File: src/rtl/ras_checkpoint_queue.sv
// ras_checkpoint_queue: circular checkpoint store of speculative RAS {ptr, top} state
// alloc*: save a checkpoint at allocTag (tail); commit: release the head slot
// recover*: restore slot recoverTag next cycle and drop younger slots; flushAll: drop all
// restore*/recoverError: registered single-cycle pulses; count: live checkpoints
module ras_checkpoint_queue #(
  parameter int ENTRY_NUM = 16,
  parameter int RAS_PTR_WIDTH = 4,
  parameter int PC_WIDTH = 32,
  localparam int TAG_WIDTH = $clog2(ENTRY_NUM),
  localparam int COUNT_WIDTH = TAG_WIDTH + 1
) (
  input  logic                     clk,
  input  logic                     rst,
  input  logic                     allocValid,
  input  logic [RAS_PTR_WIDTH-1:0] allocPtr,
  input  logic [PC_WIDTH-1:0]      allocTop,
  output logic                     allocReady,
  output logic [TAG_WIDTH-1:0]     allocTag,
  input  logic                     commitValid,
  input  logic                     recoverValid,
  input  logic [TAG_WIDTH-1:0]     recoverTag,
  input  logic                     flushAll,
  output logic                     restoreValid,
  output logic [RAS_PTR_WIDTH-1:0] restorePtr,
  output logic [PC_WIDTH-1:0]      restoreTop,
  output logic                     recoverError,
  output logic [COUNT_WIDTH-1:0]   count
);
  logic [RAS_PTR_WIDTH-1:0] ptr_mem [ENTRY_NUM];
  logic [PC_WIDTH-1:0] top_mem [ENTRY_NUM];
  logic [ENTRY_NUM-1:0] valid, valid_c, keep, alloc_hot;
  logic [TAG_WIDTH-1:0] head, tail, head_n, span;
  logic alloc_ok, commit_ok, rec_ok, rec_err;
  assign allocReady = count != COUNT_WIDTH'(ENTRY_NUM);
  assign allocTag = tail;
  // recover is judged against the valid bits left after a same-cycle commit;
  // keep[] marks slots no younger than recoverTag, measured from the new head
  always_comb begin
    alloc_ok = allocValid && allocReady && !recoverValid && !flushAll;
    commit_ok = commitValid && count != '0 && !flushAll;
    head_n = commit_ok ? head + TAG_WIDTH'(1) : head;
    valid_c = valid;
    valid_c[head] = valid[head] && !commit_ok;
    alloc_hot = '0;
    alloc_hot[tail] = alloc_ok;
    rec_ok = recoverValid && !flushAll && valid_c[recoverTag];
    rec_err = recoverValid && !flushAll && !valid_c[recoverTag];
    span = recoverTag - head_n;
    for (int i = 0; i < ENTRY_NUM; i++) keep[i] = TAG_WIDTH'(TAG_WIDTH'(i) - head_n) <= span;
  end
  always_ff @(posedge clk) begin
    if (alloc_ok) begin
      ptr_mem[tail] <= allocPtr;
      top_mem[tail] <= allocTop;
    end
  end
  // span+1 widened to COUNT_WIDTH yields ENTRY_NUM when a full queue recovers its youngest slot
  always_ff @(posedge clk) begin
    if (rst || flushAll) begin
      head <= '0;
      tail <= '0;
      count <= '0;
      valid <= '0;
      restoreValid <= 1'b0;
      recoverError <= 1'b0;
    end else begin
      restoreValid <= rec_ok;
      recoverError <= rec_err;
      head <= head_n;
      tail <= rec_ok ? recoverTag + TAG_WIDTH'(1) : tail + TAG_WIDTH'(alloc_ok);
      count <= rec_ok ? {1'b0, span} + COUNT_WIDTH'(1) : count + COUNT_WIDTH'(alloc_ok) - COUNT_WIDTH'(commit_ok);
      valid <= rec_ok ? valid_c & keep : valid_c | alloc_hot;
    end
  end
  always_ff @(posedge clk) begin
    if (rst) begin
      restorePtr <= '0;
      restoreTop <= '0;
    end else if (rec_ok) begin
      restorePtr <= ptr_mem[recoverTag];
      restoreTop <= top_mem[recoverTag];
    end
  end
endmodule

File: config.mk
export PLATFORM = sky130hd
export DESIGN_NAME = ras_checkpoint_queue
export DESIGN_NICKNAME = d
export VERILOG_FILES = /design/src/rtl/ras_checkpoint_queue.sv
export SDC_FILE = /design/constraint.sdc
export NUM_CORES = 1
export LEC_CHECK = 0
export ABC_AREA = 1
export CAP_MARGIN = 30
export CORE_MARGIN = 2
export CORE_UTILIZATION = 44
export DETAILED_ROUTE_END_ITERATION = 16
export PLACE_DENSITY_LB_ADDON = 0.2
export SLEW_MARGIN = 0
export SYNTH_ARGS = -nofsm -noshare
export SYNTH_HDL_FRONTEND = slang
export SYNTH_SLANG_ARGS = --single-unit
File: constraint.sdc
create_clock -name clk -period 7.1 [get_ports clk]
set_clock_uncertainty 0.05 [all_clocks]
set_input_delay 1.42 -clock clk [delete_from_list [all_inputs] [get_ports clk]]
set_output_delay 1.42 -clock clk [all_outputs]
set_load 0.01 [all_outputs]
==> flow_summary.ini <==
[timing]
slew_violations = 0
rsz0062_at_grt = false
layout_setup_ws_ps = 2460
setup_viol = 0
setup_tns_ps = 0
fin_crit_ps = 4640
hold_viol = 0
worst_pin_slew_ps = 1030
slew-limit-headroom = 0.314
fin_crit_sh = 0.653
fmax_mhz = 216

[detailed_routing]
postRouteAntennaNets = 0
drt_iter0_markers = 1667
num_vias = 17900
vias_per_cell = 5.71
firstDrtPassIters = 7
wl_per_cell_um = 23.3
wl_um = 72800
drc_errors = 0

[global_route]
grt_use_met2 = 0.377
grt.busiest_layer = met2
met3_usage = 0.0422
grt-ovfl-total = 0
grt_usage = 0.232
antenna_found_initial = 4
grt_pass1_wl_um = 110000
grt_max_degree = 145
first_global_vias = 17500
grt_util_met1 = 0.319

[final_layout]
stdcell_count = 3129
fillers = 5209
drive_gt1_frac = 0.0832
area_delta_synth_final_pct = 15.1
fin_nets = 2383
fin_area_mm2 = 0.0307

[critical_path]
worstSetupStartpointType = primary input
r2r_end = valid[14]
endpoint_kind = register
slowest_delay_ps = 530
worstRegToRegCells = 15
crit_type = primary input to register
worstPathRequired_ps = 7490
path_buf_inv = 4
worstPathArrival_ps = 5030
cp_common_cell = nand2_1
worst-path-max-fanout = 9
r2r-start = head[0]
crit_chain = clkdlybuf4s50_1, nor2_1, nand2_1, xor2_1, inv_1, ha_1, fa_1, inv_1, nand2_1, nand2_1, ha_1, nand2_1, inv_1, a21oi_1, o21ai_0, nand3_1, a21oi_1
cp_top_family = adder cells
slowest_stage = clkdlybuf4s50_1
r2r_slack_ps = 3000

[clock_tree]
clock_path_buffers = 3
cts_tree = done
cts_hold_buffers = 0
cts_resized = 0
postCtsSetupBuffers = 0
cts-buffers-inserted = 68
path_clk_slew_ps = 60
clock-sinks = 643
root_buffer = clkbuf_16
htree_levels = 3
worst_skew_pair.late_latency_ps = 590

[hold_path]
holdPathStages = 4
min_to = restoreTop[25]
hold_class = register to register
min_from = restoreTop[25]

[floorplanning]
core_area_mm2 = 0.0601
boundaryPins = 94
die_y_um = 250
initial_core_util = 0.443
dieArea_mm2 = 0.0625
rows = 90
die_w_um = 250

[logic_synthesis]
syn_avg_cell_area_um2 = 12.0
synthMuxAreaShare = 0
ys_warn_count = 0
ys_types = 40
netlist_top_cells_count = 576 x edfxtp_1, 350 x nand2_1, 319 x nor2_1
synth_xor_area_frac = 0.00817
syn_nets = 2301
synthSimpleGateAreaFrac = 0.122
yosysMostFrequentCell = edfxtp_1
syn_area_mm2 = 0.0266
synth.yosys.seq_area_share = 0.700
synth_compound_area_frac = 0.112
synth_fa_ha_area_frac = 0.0208
syn_inst = 2212
ys_async_sr_fraction = 0
synth_seq_cells = 643
synth_top_area_frac = 0.649
ys.flop_type = edfxtp_1
synth-edff-count = 576
synth_top_area_cell = edfxtp_1
synth_area_leaders = edfxtp_1 65%, dfxtp_1 5.0%, nand2_1 4.9%
synth_top_family_by_area = simple AND/OR/NAND/NOR gates

[place]
post_dp_cell_area_mm2 = 0.0286
dp.cells = 3005
dpl_worst_slack_ps = 1890
io_buffers = 93
dp_hpwl_um = 39100
gp_congestion = 0.842

[power]
ir_drop_mv = 0.160
clkPwrFrac = 0.401
p_sw_mw = 1.93
p_comb_frac = 0.091
seq_power_share = 0.507
cellPowerDensity_mw_per_mm2 = 268
p_sw_frac = 0.235
internal_power_mw = 6.28
p_leak_nw = 10.5

[run]
maxCapViolCount = 0

[outcome]
outcome = complete, no violations
## kinds of logic (layout without fill, tap and decap cells)
kind of cell    count (synthesis)  after routing
flops                         643            643
compound gates                468            468
xor+xnor                       24             24
other cells                     0              2
simple gates                  793            793
buf+inv                       241            374
fa+ha+maj                      43             43
## tightest hold or removal path, cell delays in order (launching register included)
cell	delay (ps)
dfxtp_1	310
inv_1	40
nand2_1	40
nand2_1	50
nor2_1	30
## cell usage in the layout (no fill, tap or decap), types with 19 or more instances in the layout
cell             count
dfxtp_1             67
inv_1               94
a221oi_1            76
a22oi_1             26
nand2_1            350
edfxtp_1           576
o2111ai_1           41
a21oi_1             37
clkinv_1            21
o21ai_0            241
nand3_1             87
nor2_1             302
o211ai_1            24
clkbuf_1            19
buf_4               33
clkbuf_16           71
clkdlybuf4s50_1     90
ha_1                41
## cell type report
class	count	area, um^2	share of cell area
antenna	2	5.00	0.000163
clock buffer	92	1880	0.0611
multi-input combinational	1328	7140	0.233
clock inverter	29	161	0.00526
tap	782	978	0.0319
timing repair buffer	136	1430	0.0467
sequential	643	18600	0.608
inverter	117	445	0.0145
## flip-flops by register name (all words and copies together), names as in the netlist, 4 cells and up
signal	count
head	4
restoreTop	32
allocTag	4
count	5
restorePtr	4
ptr_mem	64
valid	16
top_mem	512
## through the flow
| step | power [mW] | utilization | hold slack, ps |
|---|---|---|---|
| after floorplan | 4.72 | - | 483 |
| after global placement | 4.98 | 0.473 | 450 |
| after detailed placement | 5.00 | 0.476 | 456 |
| after CTS | 8.28 | 0.510 | 467 |
| after global routing | 8.53 | 0.510 | 495 |
| final | 8.21 | 0.510 | 463 |
## routing by layer
metal,wire (um),vias to the layer above
li1,-,8175
met1,31400,8959
met5,30,-
met2,34500,613
met4,1560,6
met3,5220,106
## worst max path at each step
stage,start,to,slack (ps),cells past startpoint
finish,flushAll,valid[5],2460,17
CTS,flushAll,valid[5],2500,17
global route,flushAll,valid[5],2180,17
detailed placement,flushAll,valid[5],1890,17
floorplan,recoverTag[0],valid[5],2850,16
global placement,flushAll,valid[1],1990,17
## power groups by stage
| stage | combinational [mW] | sequential, mW | clock, mW |
|---|---|---|---|
| floorplan | 0.464 | 4.25 | 0 |
| global placement | 0.734 | 4.25 | 0 |
| detailed placement | 0.748 | 4.25 | 0 |
| CTS | 0.753 | 4.17 | 3.36 |
| global route | 0.844 | 4.17 | 3.51 |
| finish | 0.750 | 4.17 | 3.30 |
Note: power is estimated with default switching activity, not from simulation.
